--- src/rtl/perf_pkg.sv ---
`default_nettype none
// ============================================================================
// Module   : perf_pkg
// Purpose  : Shared types, constants and helpers for stream_perf_counter.
// Revision : 1.0 - initial release
// ============================================================================
package perf_pkg;

  localparam int SEQ_W  = 16;
  localparam int DROP_W = 16;

  // Counting state machine encoding
  typedef enum logic [0:0] {
    IDLE  = 1'b0,
    COUNT = 1'b1
  } perf_state_e;

  // Width-independent part of a result record; the top module wraps it
  // together with the parameter-sized cycle and event fields.
  typedef struct packed {
    logic [SEQ_W-1:0]  seq;
    logic [DROP_W-1:0] dropped;
  } perf_tag_t;

  // Increment that sticks at all-ones instead of wrapping
  function automatic logic [DROP_W-1:0] sat_inc_drop(input logic [DROP_W-1:0] v);
    return (&v) ? v : v + DROP_W'(1);
  endfunction

endpackage
`default_nettype wire

--- src/rtl/perf_sat_counter.sv ---
`default_nettype none
// ============================================================================
// Module   : perf_sat_counter
// Purpose  : Saturating event counter with synchronous clear. Exposes the
//            value including the current cycle's event so a window snapshot
//            can capture it on the same edge the counter clears.
// Revision : 1.0 - initial release
// ============================================================================
module perf_sat_counter #(
  parameter int WIDTH = 32
) (
  input  logic             clk,
  input  logic             nreset,
  input  logic             inc,
  input  logic             clear,
  output logic [WIDTH-1:0] count_next
);

  logic [WIDTH-1:0] r_count;

  // Value after this cycle's event, held at all-ones once saturated
  always_comb begin
    count_next = r_count;
    if (inc && !(&r_count)) begin
      count_next = r_count + WIDTH'(1);
    end
  end

  // Counter register; clear wins over increment
  always_ff @(posedge clk or negedge nreset) begin
    if (!nreset) begin
      r_count <= '0;
    end else if (clear) begin
      r_count <= '0;
    end else begin
      r_count <= count_next;
    end
  end

endmodule
`default_nettype wire

--- src/rtl/stream_perf_counter.sv ---
`default_nettype none
// ============================================================================
// Module   : stream_perf_counter
// Purpose  : Passive per-window transfer/stall/idle counter for one
//            valid/ready stream; publishes one record per window on a
//            registered valid/ready result port.
// Revision : 1.0 - initial release
// ============================================================================
module stream_perf_counter
  import perf_pkg::*;
#(
  parameter int WINDOW_W       = 32,
  parameter int COUNT_W        = 32,
  parameter int DEFAULT_WINDOW = 1000
) (
  input  logic                clk,
  input  logic                nreset,
  input  logic                enable,
  input  logic [WINDOW_W-1:0] window_len,
  input  logic                window_len_load,
  input  logic                mon_valid,
  input  logic                mon_ready,
  output logic                res_valid,
  input  logic                res_ready,
  output logic [WINDOW_W-1:0] res_cycles,
  output logic [COUNT_W-1:0]  res_xfers,
  output logic [COUNT_W-1:0]  res_stalls,
  output logic [COUNT_W-1:0]  res_idle,
  output logic [15:0]         res_seq,
  output logic [15:0]         res_dropped
);

  localparam logic [WINDOW_W-1:0] c_default_win = WINDOW_W'(DEFAULT_WINDOW);

  typedef struct packed {
    logic [WINDOW_W-1:0] cycles;
    logic [COUNT_W-1:0]  xfers;
    logic [COUNT_W-1:0]  stalls;
    logic [COUNT_W-1:0]  idle;
    perf_tag_t           tag;
  } rec_t;

  perf_state_e         r_state, w_state_next;
  logic [WINDOW_W-1:0] r_win, r_act_len, r_cyc;
  logic [WINDOW_W-1:0] w_win_next, w_cyc_next;
  logic [SEQ_W-1:0]    r_seq;
  logic [DROP_W-1:0]   r_drop;
  rec_t                r_rec;
  logic                r_res_valid;
  logic                w_counting, w_win_end, w_win_start, w_overrun, w_deliver, w_clear;
  logic [COUNT_W-1:0]  w_xfer_n, w_stall_n, w_idle_n;

  // A zero length would never end a window, so it is stored as one
  assign w_win_next  = window_len_load ? ((window_len == '0) ? WINDOW_W'(1) : window_len)
                                       : r_win;
  assign w_counting  = (r_state == COUNT) && enable;
  assign w_cyc_next  = r_cyc + WINDOW_W'(1);
  assign w_win_end   = w_counting && (w_cyc_next == r_act_len);
  assign w_win_start = ((r_state == IDLE) && enable) || w_win_end;
  assign w_overrun   = w_win_end && r_res_valid && !res_ready;
  assign w_deliver   = w_win_end && !w_overrun;
  assign w_clear     = !w_counting || w_win_end;

  // Next-state logic: enable alone moves between idle and counting
  always_comb begin
    w_state_next = r_state;
    case (r_state)
      IDLE:    if (enable)  w_state_next = COUNT;
      COUNT:   if (!enable) w_state_next = IDLE;
      default: w_state_next = IDLE;
    endcase
  end

  // State register
  always_ff @(posedge clk or negedge nreset) begin
    if (!nreset) r_state <= IDLE;
    else         r_state <= w_state_next;
  end

  // Programmed length plus the length latched for the window in progress
  always_ff @(posedge clk or negedge nreset) begin
    if (!nreset) begin
      r_win     <= c_default_win;
      r_act_len <= c_default_win;
    end else begin
      r_win <= w_win_next;
      if (w_win_start) r_act_len <= w_win_next;
    end
  end

  // Cycle count within the window; restarts on the window-end edge
  always_ff @(posedge clk or negedge nreset) begin
    if (!nreset)      r_cyc <= '0;
    else if (w_clear) r_cyc <= '0;
    else              r_cyc <= w_cyc_next;
  end

  perf_sat_counter #(.WIDTH(COUNT_W)) u_xfer (
    .clk(clk), .nreset(nreset), .inc(w_counting && mon_valid && mon_ready),
    .clear(w_clear), .count_next(w_xfer_n)
  );
  perf_sat_counter #(.WIDTH(COUNT_W)) u_stall (
    .clk(clk), .nreset(nreset), .inc(w_counting && mon_valid && !mon_ready),
    .clear(w_clear), .count_next(w_stall_n)
  );
  perf_sat_counter #(.WIDTH(COUNT_W)) u_idle (
    .clk(clk), .nreset(nreset), .inc(w_counting && !mon_valid),
    .clear(w_clear), .count_next(w_idle_n)
  );

  // Sequence advances on every window end; drops accumulate until a snapshot
  always_ff @(posedge clk or negedge nreset) begin
    if (!nreset) begin
      r_seq  <= '0;
      r_drop <= '0;
    end else begin
      if (w_win_end) r_seq <= r_seq + SEQ_W'(1);
      if (w_overrun)      r_drop <= sat_inc_drop(r_drop);
      else if (w_deliver) r_drop <= '0;
    end
  end

  // Result record: snapshot on delivery, hold until accepted
  always_ff @(posedge clk or negedge nreset) begin
    if (!nreset) begin
      r_rec       <= '0;
      r_res_valid <= 1'b0;
    end else if (w_deliver) begin
      r_rec.cycles      <= w_cyc_next;
      r_rec.xfers       <= w_xfer_n;
      r_rec.stalls      <= w_stall_n;
      r_rec.idle        <= w_idle_n;
      r_rec.tag.seq     <= r_seq;
      r_rec.tag.dropped <= r_drop;
      r_res_valid       <= 1'b1;
    end else if (res_ready) begin
      r_res_valid <= 1'b0;
    end
  end

  assign res_valid   = r_res_valid;
  assign res_cycles  = r_rec.cycles;
  assign res_xfers   = r_rec.xfers;
  assign res_stalls  = r_rec.stalls;
  assign res_idle    = r_rec.idle;
  assign res_seq     = r_rec.tag.seq;
  assign res_dropped = r_rec.tag.dropped;

endmodule
`default_nettype wire

--- config.mk ---
export PLATFORM = sky130hd
export DESIGN_NAME = stream_perf_counter
export DESIGN_NICKNAME = d
export VERILOG_FILES = /design/src/rtl/perf_pkg.sv /design/src/rtl/perf_sat_counter.sv /design/src/rtl/stream_perf_counter.sv
export SDC_FILE = /design/constraint.sdc
export NUM_CORES = 1
export LEC_CHECK = 0
export BUFFER_PORTS_ARGS = -buffer_cell sky130_fd_sc_hd__buf_2
export CORE_MARGIN = 1.5
export CORE_UTILIZATION = 59
export DETAILED_ROUTE_END_ITERATION = 7
export GPL_TIMING_DRIVEN = 0
export HOLD_SLACK_MARGIN = 0.02
export PLACE_DENSITY_LB_ADDON = 0.05
export SLEW_MARGIN = 10
export SYNTH_ARGS = -nofsm -noshare
export SYNTH_HDL_FRONTEND = slang
export SYNTH_SLANG_ARGS = --single-unit
export TNS_END_PERCENT = 1
--- constraint.sdc ---
create_clock -name clk -period 5 [get_ports clk]
set_input_delay 1 -clock clk [delete_from_list [all_inputs] [get_ports clk]]
set_output_delay 1 -clock clk [all_outputs]
set_load 0.005 [all_outputs]
==> metrics.md, run 1 <==
| Metric | Value |
|---|---|
| # hold bufs at CTS | 0 |
| Max IR drop VDD | 0.216 mV |
| Critical path fanouts, max | 10 |
| Antenna Cells | 0 |
| Fillers | 2350 |
| Drt pass-1 iters | 5 |
| CTS Buf Count | 40 |
| WP buf/inv | 3 |
| Critical path, cell by cell | ha_1 -> buf_2 -> nand4_2 -> nor4_4 -> nand3_1 -> mux2i_1 -> nand4b_1 -> nor4_1 -> nand4_1 -> nor2_2 -> buf_4 -> buf_4 -> mux2i_1 |
| Detailed-route via count | 12938 |
| Asr flop ratio synth | 100% |
| DP HPWL | 29600 um |
| Register area | 9670 um^2 |
| Sequential share of the synthesized area | 52.7% |
| Worst-Skew Late Latency | 530 ps |
| Top cells by area, synth | dfrtp_1 51%, mux2i_1 7.1%, mux2_2 4.3%, xnor2_1 4.1%, nor2_1 3.7% |
| Syn avg cell area | 11.0 um^2 |
| Gp weighted congestion | 0.913 |
| Leakage | 9.79 nW |
| Post-synthesis cell count | 1675 |
| Die Y | 179 um |
| Dpl ws | 428 ps |
| Final number of setup-violating endpoints | 0 |
| Crit-path max cell delay | 590 ps |
| Max-slew violation count | 0 |
| WS Path Type | reg2reg |
| Hold/Removal Path Class | in2async |
| Area growth from synthesis to layout | 16.1% |
| Post-CTS sizing | 0 |
| Final Power | 6.81 mW |
| CTS tree | yes |
| Largest net degree at the start of global routing | 113 |
| Num ports | 200 |
| Pwr Density | 320 nW/um^2 |
| Post-Syn Nets | 1720 |
| CP top delay family | simple AND/OR/NAND/NOR gates |
| Post-Route WL | 41100 um |
| Row Count | 64 |
| Clk buf depth | 3 |
| Worst slew pin tran | 870 ps |
| Area leader, netlist | dfrtp_1 |
| Worst EP arrival | 5020 ps |
| Worst path required time | 5440 ps |
| Port bufs | 198 |
| RSZ-0062 raised after global routing | false |
| GRT Overall Usage | 26.1% |
| Worst clock skew | 13.7 ps |
| Starting Density | 60.0% |
| DR vias/cell | 5.53 |
| Mapped cell area | 18400 um^2 |
| Post-route DRC | 0 |
| Flops & latches, synth | 386 |
| Min Clock Period, post-route | 4570 ps |
| DR iter-0 viols | 862 |
| First-pass GRT wire length | 66800 um |
| CP startpoint kind | flop |
| Outcome | completed |
| Max cap viols | 0 |
| Library cells used by synthesis | 74 |
| Routed WL per cell | 17.5 um |
| Post-route ant nets | 0 |
| F_max | 219 MHz |
| Top FF cell, synth | dfrtp_1 |
| Final period util | 91.5% |
| Post-CTS setup buffer count | 0 |
| Vias in the first global route | 12822 |
| Final setup TNS | 0 ps |
| Initial antenna violation count | 2 |
| Worst setup margin | 426 ps |
| EDFF count, synth | 0 |
| Area of the multi-input gates | 7740 um^2 |
| Synth top area share | 51.0% |
| Die width | 179 um |
| Fraction of final layout cells sized beyond drive strength 1 | 22.6% |
| CTS Sinks | 386 |
| Count of warnings emitted by yosys | 0 |
| Clock-pin slew on the worst setup and hold paths | 60 ps |
| Clock H-tree levels | 2 |
| Max transition margin | 41.5% |
| Endpoints failing hold | 0 |
| Total die area | 32200 um^2 |
| Crit end category | flop |
| CP max stage cell | nor4_4 |
| Nets | 1963 |
| CTS Root Cell | clkbuf_16 |
| Grt total ovfl | 0 |
| Core area | 30600 um^2 |
[cell type report]
cell class / count / share of cell area [%]
Multi-Input combinational cell: 1067 / 36.3
Tap cell: 396 / 2.33
Sequential cell: 386 / 45.4
Buffer: 72 / 1.75
Timing Repair Buffer: 201 / 5.09
Clock buffer: 58 / 5.73
Inverter: 150 / 2.64
Clock inverter: 11 / 0.711
[state kept, by name (all words and copies together) (netlist names), 32 cells and up]
| name | flops |
|---|---|
| r_cyc | 32 |
| res_idle | 32 |
| r_act_len | 32 |
| res_cycles | 32 |
| u_xfer.r_count | 32 |
| res_stalls | 32 |
| r_win | 32 |
| res_xfers | 32 |
| u_stall.r_count | 32 |
| u_idle.r_count | 32 |
[power breakdown]
group          total [mW]  switching (mW)  internal [mW]
clock                3.08            1.23           1.85
sequential           3.29          0.0761           3.22
combinational       0.439           0.232          0.207
[final timing paths]
path                                 to  slack, ps       from  cells after the start
min reg2reg                   r_seq[15]        480  r_seq[15]                      1
min                            r_win[2]        470     nreset                      1
max in group asynchronous    res_seq[8]       3030     nreset                      3
max reg2reg                res_idle[26]        430   r_cyc[0]                     13
min in group clk              r_seq[15]        480  r_seq[15]                      1
max                        res_idle[26]        430   r_cyc[0]                     13
[routing by layer]
layer  part of all wire, %  wire length, um  track usage (%)  vias to the layer above
met5                 0.061               25                0                        -
met1                    46            18800             36.6                     6361
met4                   2.8             1140             8.13                        4
li1                      -                -                -                     6174
met3                   5.4             2230             4.96                       82
met2                    46            18900             41.2                      317
[metrics by stage]
stage                     util, %  cells  hold WS (ps)  area [um^2]
after floorplan                 -   1675           436        18400
after global placement       64.9   2269           463        19800
after detailed placement     65.2   2272           462        19900
after CTS                    69.6   2341           478        21300
after global routing         69.6   2341           480        21300
final                        69.6   2341           468        21300
[cells in the mapped netlist, drive strengths merged, types with 3 or more instances]
master     n
a2111oi    3
a21o       3
a21oi     21
a31oi      6
and2       9
and3      47
and4      15
buf       39
clkbuf    33
dfrtp    374
dfstp     12
ha         6
inv      150
mux2     100
mux2i    131
nand2     87
nand2b    13
nand3     67
nand3b     3
nand4     40
nand4b     4
nor2     184
nor2b     11
nor3      24
nor3b      3
nor4      30
o2111ai    3
o211ai     3
o21a       5
o21ai     30
o31ai      3
or2        9
or3       10
xnor2     86
xor2      74
[cell usage in the layout (no fill, tap or decap), types with 37 or more instances in the layout]
cell       count
clkbuf_16     42
nor2_1       183
nand3_1       66
nand4_1       37
and3_1        47
clkbuf_1      38
inv_1        150
dfrtp_1      374
buf_2        216
mux2_2        70
xor2_1        74
xnor2_1       86
nand2_1       86
mux2i_1      131
[worst reg2reg max path, stage by stage (launching register included)]
cell and delay, ps:
dfrtp_1 520, ha_1 190, buf_2 190, nand4_2 280, nor4_4 600, nand3_1 220
mux2i_1 380, nand4b_1 150, nor4_1 420, nand4_1 260, nor2_2 440, buf_4 320
buf_4 280, mux2i_1 240
[cell families after synthesis]
kind of cell	after synthesis	synth area share, %
adder cells (fa/ha/maj)	6	0.409
multiplexers	231	13.9
AO/OA/AOI/OAI	103	3.82
AND/OR/NAND/NOR	563	15.9
flip-flops	386	52.7
XOR/XNOR	164	8.14
buffers and inverters	222	5.10
(Power assumes the default switching activity.)
==> inputs of run 2 (changes only) <==
Settings changed: REMOVE_ABC_BUFFERS from default to 1.
==> metrics.md, run 2 (synthesis results as in run 1) <==
| Metric | Value |
|---|---|
| Outcome | completed (unchanged) |
| CP startpoint kind | flop (unchanged) |
| Max transition margin | 42.1% (was 41.5%) |
| Post-Route WL | 39300 um (was 41100 um) |
| Switching Fraction | 22.7% (was 22.5%) |
| Worst path required time | 5400 ps (was 5440 ps) |
| Min Clock Period, post-route | 4630 ps (was 4570 ps) |
| CTS Sinks | 386 (unchanged) |
| CTS Buf Count | 41 (was 40) |
| Die width | 179 um (unchanged) |
| Max IR drop VDD | 0.252 mV (was 0.216 mV) |
| R2r setup slk | 370 ps (was 430 ps) |
| Reg-to-Reg Start | r_cyc[0] (unchanged) |
| Final Power | 6.64 mW (was 6.81 mW) |
| Grt total ovfl | 0 (unchanged) |
| Commonest non-fill, non-tap cells in the layout | 374 x dfrtp_1, 198 x buf_2, 183 x nor2_1 (was 374 x dfrtp_1, 216 x buf_2, 183 x nor2_1) |
| Final number of setup-violating endpoints | 0 (unchanged) |
| Total die area | 32200 um^2 (unchanged) |
| FF-to-FF End | u_stall.r_count[1] (was res_idle[26]) |
| Routed WL per cell | 17.1 um (was 17.5 um) |
| Area growth from synthesis to layout | 15.3% (was 16.1%) |
| Post-route ant nets | 0 (unchanged) |
| Crit end category | flop (unchanged) |
| Clock-pin slew on the worst setup and hold paths | 60 ps (about the same) |
| Clock H-tree levels | 2 (unchanged) |
| DR vias/cell | 5.50 (was 5.53) |
| Commonest non-fill, non-tap cell in the layout | dfrtp_1 (unchanged) |
| Area of the multi-input gates | 7780 um^2 (was 7740 um^2) |
| WS Path Type | reg2reg (unchanged) |
| Combinational Power Share | 6.4% (about the same) |
| Fraction of final layout cells sized beyond drive strength 1 | 22.1% (was 22.6%) |
| Worst EP arrival | 5030 ps (was 5020 ps) |
| Fillers | 2322 (was 2350) |
| F_max | 216 MHz (was 219 MHz) |
| Core area | 30600 um^2 (unchanged) |
| Hold/Removal Path Class | in2async (unchanged) |
| GRT Overall Usage | 24.8% (was 26.1%) |
| Largest net degree at the start of global routing | 113 (unchanged) |
| Num ports | 200 (unchanged) |
| Final std cells w/o fill | 2292 (was 2341) |
| Drt pass-1 iters | 5 (unchanged) |
| Pwr Density | 314 nW/um^2 (was 320 nW/um^2) |
| Worst clock skew | 14.4 ps (was 13.7 ps) |
| Sw Pwr | 1.51 mW (was 1.53 mW) |
| Max cap viols | 0 (unchanged) |
| Fin util | 69.2% (was 69.6%) |
| Gp weighted congestion | 0.877 (was 0.913) |
| Nets | 1910 (was 1963) |
| CTS tree | yes (unchanged) |
| Starting Density | 60.0% (unchanged) |
| Internal | 5.14 mW (was 5.28 mW) |
| DP HPWL | 27400 um (was 29600 um) |
| Worst slew pin tran | 862 ps (was 870 ps) |
| Final setup TNS | 0 ps (unchanged) |
| Reg power frac | 49.7% (was 48.4%) |
| First-pass GRT wire length | 63800 um (was 66800 um) |
| Placed Cells | 2210 (was 2272) |
| Vias in the first global route | 12410 (was 12822) |
| Clk buf depth | 3 (unchanged) |
| Max-slew violation count | 0 (unchanged) |
| CTS Root Cell | clkbuf_16 (unchanged) |
| Final period util | 92.6% (was 91.5%) |
| DR iter-0 viols | 744 (was 862) |
| Worst-Skew Late Latency | 530 ps (about the same) |
| Critical path fanouts, max | 66 (was 10) |
| Row Count | 64 (unchanged) |
| Register area | 9670 um^2 (unchanged) |
| Leakage | 9.65 nW (was 9.79 nW) |
| Die Y | 179 um (unchanged) |
| Worst Reg-to-Reg Cells | 11 (was 13) |
| Clock Power Share | 43.9% (was 45.2%) |
| RSZ-0062 raised after global routing | false (unchanged) |
| Endpoints failing hold | 0 (unchanged) |
| Initial antenna violation count | 1 (was 2) |
| Detailed-route via count | 12606 (was 12938) |
| Port bufs | 199 (was 198) |
| Post-route DRC | 0 (unchanged) |
run 2: worst max-delay path: stages, from the launching register on:
cell and delay [ps]:
dfrtp_1 500, ha_1 410, nand4_2 310, nor4_4 640, xnor2_1 290, xor2_1 260
nand4_1 110, nor4_1 580, nand3_1 420, nand2_8 500, buf_16 290, nor2_1 110
run 2: layout make-up:
type	instances	share of cell area, %
antenna	2	0.0236
clock buffer	61	5.68
clock inverter	11	0.467
inverter	150	2.66
multi-input combinational	1068	36.8
sequential	386	45.7
tap	396	2.34
timing repair buffer	218	6.35
run 2: per-stage QoR:
stage                     cell area [um^2]  setup WS (ps)  hold WS [ps]
after CTS                            21100           15.3           474
after floorplan                      18000          -4460           436
after global placement               19500          -7960           458
after detailed placement             19800           -956           459
after global routing                 21200           30.0           501
final                                21200            369           466
run 2: repair_timing:
action                                  4_1_cts  5_1_grt
cloned                                        1        0
setup buffers                                 7        0
hold buffers                                  0        0
endpoints found under the setup margin      160      126
resized for setup                             0        2
pin swaps                                     2        0
run 2: power groups by stage:
stage	clock network, mW	logic [mW]	registers (mW)
final	2.92	0.423	3.30
after floorplan	0	0.268	3.32
after CTS	2.98	0.428	3.30
after global routing	3.11	0.470	3.31
after global placement	0	0.407	3.36
after detailed placement	0	0.425	3.36
run 2: how the worst max path moves through the flow:
| stage | slack (ps) | cells after the start | to | from |
|---|---|---|---|---|
| floorplan | -4460 | 10 | res_cycles[13] | r_cyc[0] |
| global placement | -7960 | 10 | res_seq[8] | r_cyc[0] |
| detailed placement | -960 | 12 | res_cycles[13] | r_cyc[0] |
| CTS | 20 | 11 | u_stall.r_count[1] | r_cyc[0] |
| global route | 30 | 11 | u_idle.r_count[24] | r_cyc[0] |
| finish | 370 | 11 | u_stall.r_count[1] | r_cyc[0] |
run 2: routing by layer:
metal | vias up | routed length (um) | global-route usage (%)
met5 | - | 0 | 0
met4 | 0 | 952 | 7.09
met3 | 67 | 2420 | 5.49
met2 | 284 | 18200 | 39.7
met1 | 6187 | 17700 | 34.0
li1 | 6068 | - | -
==> inputs of run 3 (changes only) <==
Settings changed: CORE_UTILIZATION 59 to 60, SYNTH_HIERARCHICAL from default to 1.
==> metrics.md, run 3 <==
| Metric | Value |
|---|---|
| Outcome | completed (unchanged) |
| Gp weighted congestion | 0.893 (was 0.877) |
| GR Util met1 | 36.1% (was 34.0%) |
| Min Clock Period, post-route | 4590 ps (was 4630 ps) |
| Drt pass-1 iters | 5 (unchanged) |
| Pwr Density | 301 nW/um^2 (was 314 nW/um^2) |
| RSZ-0062 raised after global routing | false (unchanged) |
| Synth top area share | 47.7% (was 51.0%) |
| Critical path fanouts, max | 61 (was 66) |
| Final period util | 91.8% (was 92.6%) |
| Area leader, netlist | dfrtp_1 (unchanged) |
| Post-route ant nets | 0 (unchanged) |
| Top cells by area, synth | dfrtp_1 48%, mux2_2 7.8%, mux2_4 7.6%, xnor2_1 2.9%, xor2_1 2.7% (was dfrtp_1 51%, mux2i_1 7.1%, mux2_2 4.3%, xnor2_1 4.1%, nor2_1 3.7%) |
| Top FF cell, synth | dfrtp_1 (unchanged) |
| Max IR drop VDD | 0.283 mV (was 0.252 mV) |
| Crit end category | flop (unchanged) |
| CTS Buf Count | 41 (unchanged) |
| Worst path required time | 5400 ps (about the same) |
| Met2 global-route usage | 40.5% (was 39.7%) |
| EDFF count, synth | 0 (unchanged) |
| Worst EP arrival | 4990 ps (was 5030 ps) |
| Die width | 184 um (was 179 um) |
| Count of warnings emitted by yosys | 6 (was 0) |
| DR vias/cell | 5.78 (was 5.50) |
| Core area | 32400 um^2 (was 30600 um^2) |
| Final number of setup-violating endpoints | 0 (unchanged) |
| Post-Route WL | 42800 um (was 39300 um) |
| Syn avg cell area | 11.5 um^2 (was 11.0 um^2) |
| Max transition margin | 27.4% (was 42.1%) |
| Endpoints failing hold | 0 (unchanged) |
| GRT busiest layer | met2 (unchanged) |
| Worst slew pin tran | 1090 ps (was 862 ps) |
| Detailed-route via count | 13635 (was 12606) |
| Most instantiated library cell after synthesis | dfrtp_1 (unchanged) |
| Max-slew violation count | 0 (unchanged) |
| Asr flop ratio synth | 100% (unchanged) |
| Worst Reg-to-Reg Cells | 12 (was 11) |
| DP HPWL | 29400 um (was 27400 um) |
| Initial antenna violation count | 1 (unchanged) |
| CTS Root Cell | clkbuf_16 (unchanged) |
| Grt total ovfl | 0 (unchanged) |
| Flops & latches, synth | 386 (unchanged) |
| Post-route DRC | 0 (unchanged) |
| DR iter-0 viols | 846 (was 744) |
| Hold/Removal Path Class | in2async (unchanged) |
| CTS tree | yes (unchanged) |
| Row Count | 66 (was 64) |
| Nets | 1932 (was 1910) |
| Port bufs | 199 (unchanged) |
| Library cells used by synthesis | 79 (was 74) |
| First-pass GRT wire length | 68600 um (was 63800 um) |
| Final std cells w/o fill | 2359 (was 2292) |
| Sequential share of the synthesized area | 49.3% (was 52.7%) |
| Grt met3 use | 3.29% (was 5.49%) |
| Leakage | 11.2 nW (was 9.65 nW) |
| Worst clock skew | 10.4 ps (was 14.4 ps) |
| Synth top cells by count | 374 x dfrtp_1, 135 x mux2_2, 122 x nor2_1 (was 374 x dfrtp_1, 183 x nor2_1, 150 x inv_1) |
| Max cap viols | 0 (unchanged) |
| Placed Cells | 2277 (was 2210) |
| Worst-Skew Late Latency | 520 ps (was 530 ps) |
| CTS Sinks | 386 (unchanged) |
| Vias in the first global route | 13173 (was 12410) |
| Starting Density | 60.6% (was 60.0%) |
| Clock-pin slew on the worst setup and hold paths | 60 ps (about the same) |
| Final Power | 6.79 mW (was 6.64 mW) |
| WS Path Type | reg2reg (unchanged) |
| Largest net degree at the start of global routing | 112 (was 113) |
| Mapped cell area | 19600 um^2 (was 18400 um^2) |
| Commonest non-fill, non-tap cells in the layout | 374 x dfrtp_1, 198 x buf_2, 135 x mux2_2 (was 374 x dfrtp_1, 198 x buf_2, 183 x nor2_1) |
| Hold Slack | 399 ps (was 466 ps) |
| # hold bufs at CTS | 0 (unchanged) |
| Num ports | 200 (unchanged) |
| Clock H-tree levels | 2 (unchanged) |
| GRT Overall Usage | 25.2% (was 24.8%) |
| Post-synthesis cell count | 1700 (was 1675) |
| Area growth from synthesis to layout | 15.2% (was 15.3%) |
| Routed WL per cell | 18.1 um (was 17.1 um) |
| Fraction of final layout cells sized beyond drive strength 1 | 32.0% (was 22.1%) |
| Total die area | 33800 um^2 (was 32200 um^2) |
| Commonest non-fill, non-tap cell in the layout | dfrtp_1 (unchanged) |
| CP startpoint kind | flop (unchanged) |
| Clk buf depth | 3 (unchanged) |
| Fin util | 69.8% (was 69.2%) |
| F_max | 218 MHz (was 216 MHz) |
| Die Y | 184 um (was 179 um) |
run 3: changes by cell type after synthesis, sizes merged, moves of 41 or more:
cell	delta
mux2	+142
inv	-126
mux2i	-126
nor2	-62
o21ai	+43
nor2b	+41
run 3: routing by layer:
metal  wire length, um  share of wire [%]  vias up
met5                 0                  0        -
met4               841                2.0        0
met3              1800                4.2       61
met2             20300                 47      328
met1             19900                 46     6755
li1                  -                  -     6491
run 3: timing repair:
action | in CTS | in global routing
buffers inserted | 0 | 7
pin swaps | 0 | 4
gates cloned | 0 | 2
endpoints found under the setup margin | 99 | 209
resized for setup | 1 | 6
run 3: per-stage QoR:
stage / worst slack (ps) / cell area (um^2) / TNS, ps
final: 411 / 22600 / 0
after detailed placement: -259 / 21100 / -10570
after global routing: 135 / 22600 / 0
after floorplan: -2940 / 19200 / -441340
after CTS: -180 / 22500 / -6830
after global placement: -5340 / 20700 / -2773990
run 3: report_power, final:
part / switching (mW) / internal, mW / leakage [nW] / total [mW]
Combinational: 0.202 / 0.166 / 5.22 / 0.367
Sequential: 0.0690 / 3.21 / 5.23 / 3.28
Clock: 1.23 / 1.92 / 0.703 / 3.14
run 3: layout make-up:
cell class                 instances  area (um^2)
sequential                       386         9670
clock buffer                      50         1130
fill                            2451         9780
multi-input combinational       1217         9540
timing repair buffer             217         1320
inverter                          24         90.1
clock inverter                    22          274
antenna                            1         2.50
tap                              442          553
run 3: path summary, 6_finish.rpt:
kind                           start                  to  slack (ps)
max in group asynchronous     nreset   u_idle/r_count[9]        3470
setup / recovery            r_cyc[0]  u_stall/r_count[6]         410
min in group clk           r_seq[15]           r_seq[15]         470
hold reg to reg            r_seq[15]           r_seq[15]         470
hold / removal                nreset       res_stalls[8]         400
setup reg to reg            r_cyc[0]  u_stall/r_count[6]         410
run 3: worst max-delay path, cell delays in order (launching register included):
cell      delay [ps]
dfrtp_1          480
ha_1             350
nand4_1          420
nor4_2           490
mux2i_1          270
o221ai_1         170
or4_4            510
nor4_4           220
buf_4            230
a31o_4           530
buf_16           310
inv_1            220
and2_1           200
run 3: cell families (layout without fill, tap and decap cells):
group	after synthesis	after routing	share of synthesized area, %
buffers and inverters	99	313	2.59
multiplexers	247	247	16.0
flip-flops	386	386	49.3
adder cells (fa/ha/maj)	6	6	0.383
other	0	1	0
XOR/XNOR	127	127	5.81
AND/OR/NAND/NOR	639	641	18.8
AO/OA/AOI/OAI	196	196	7.00
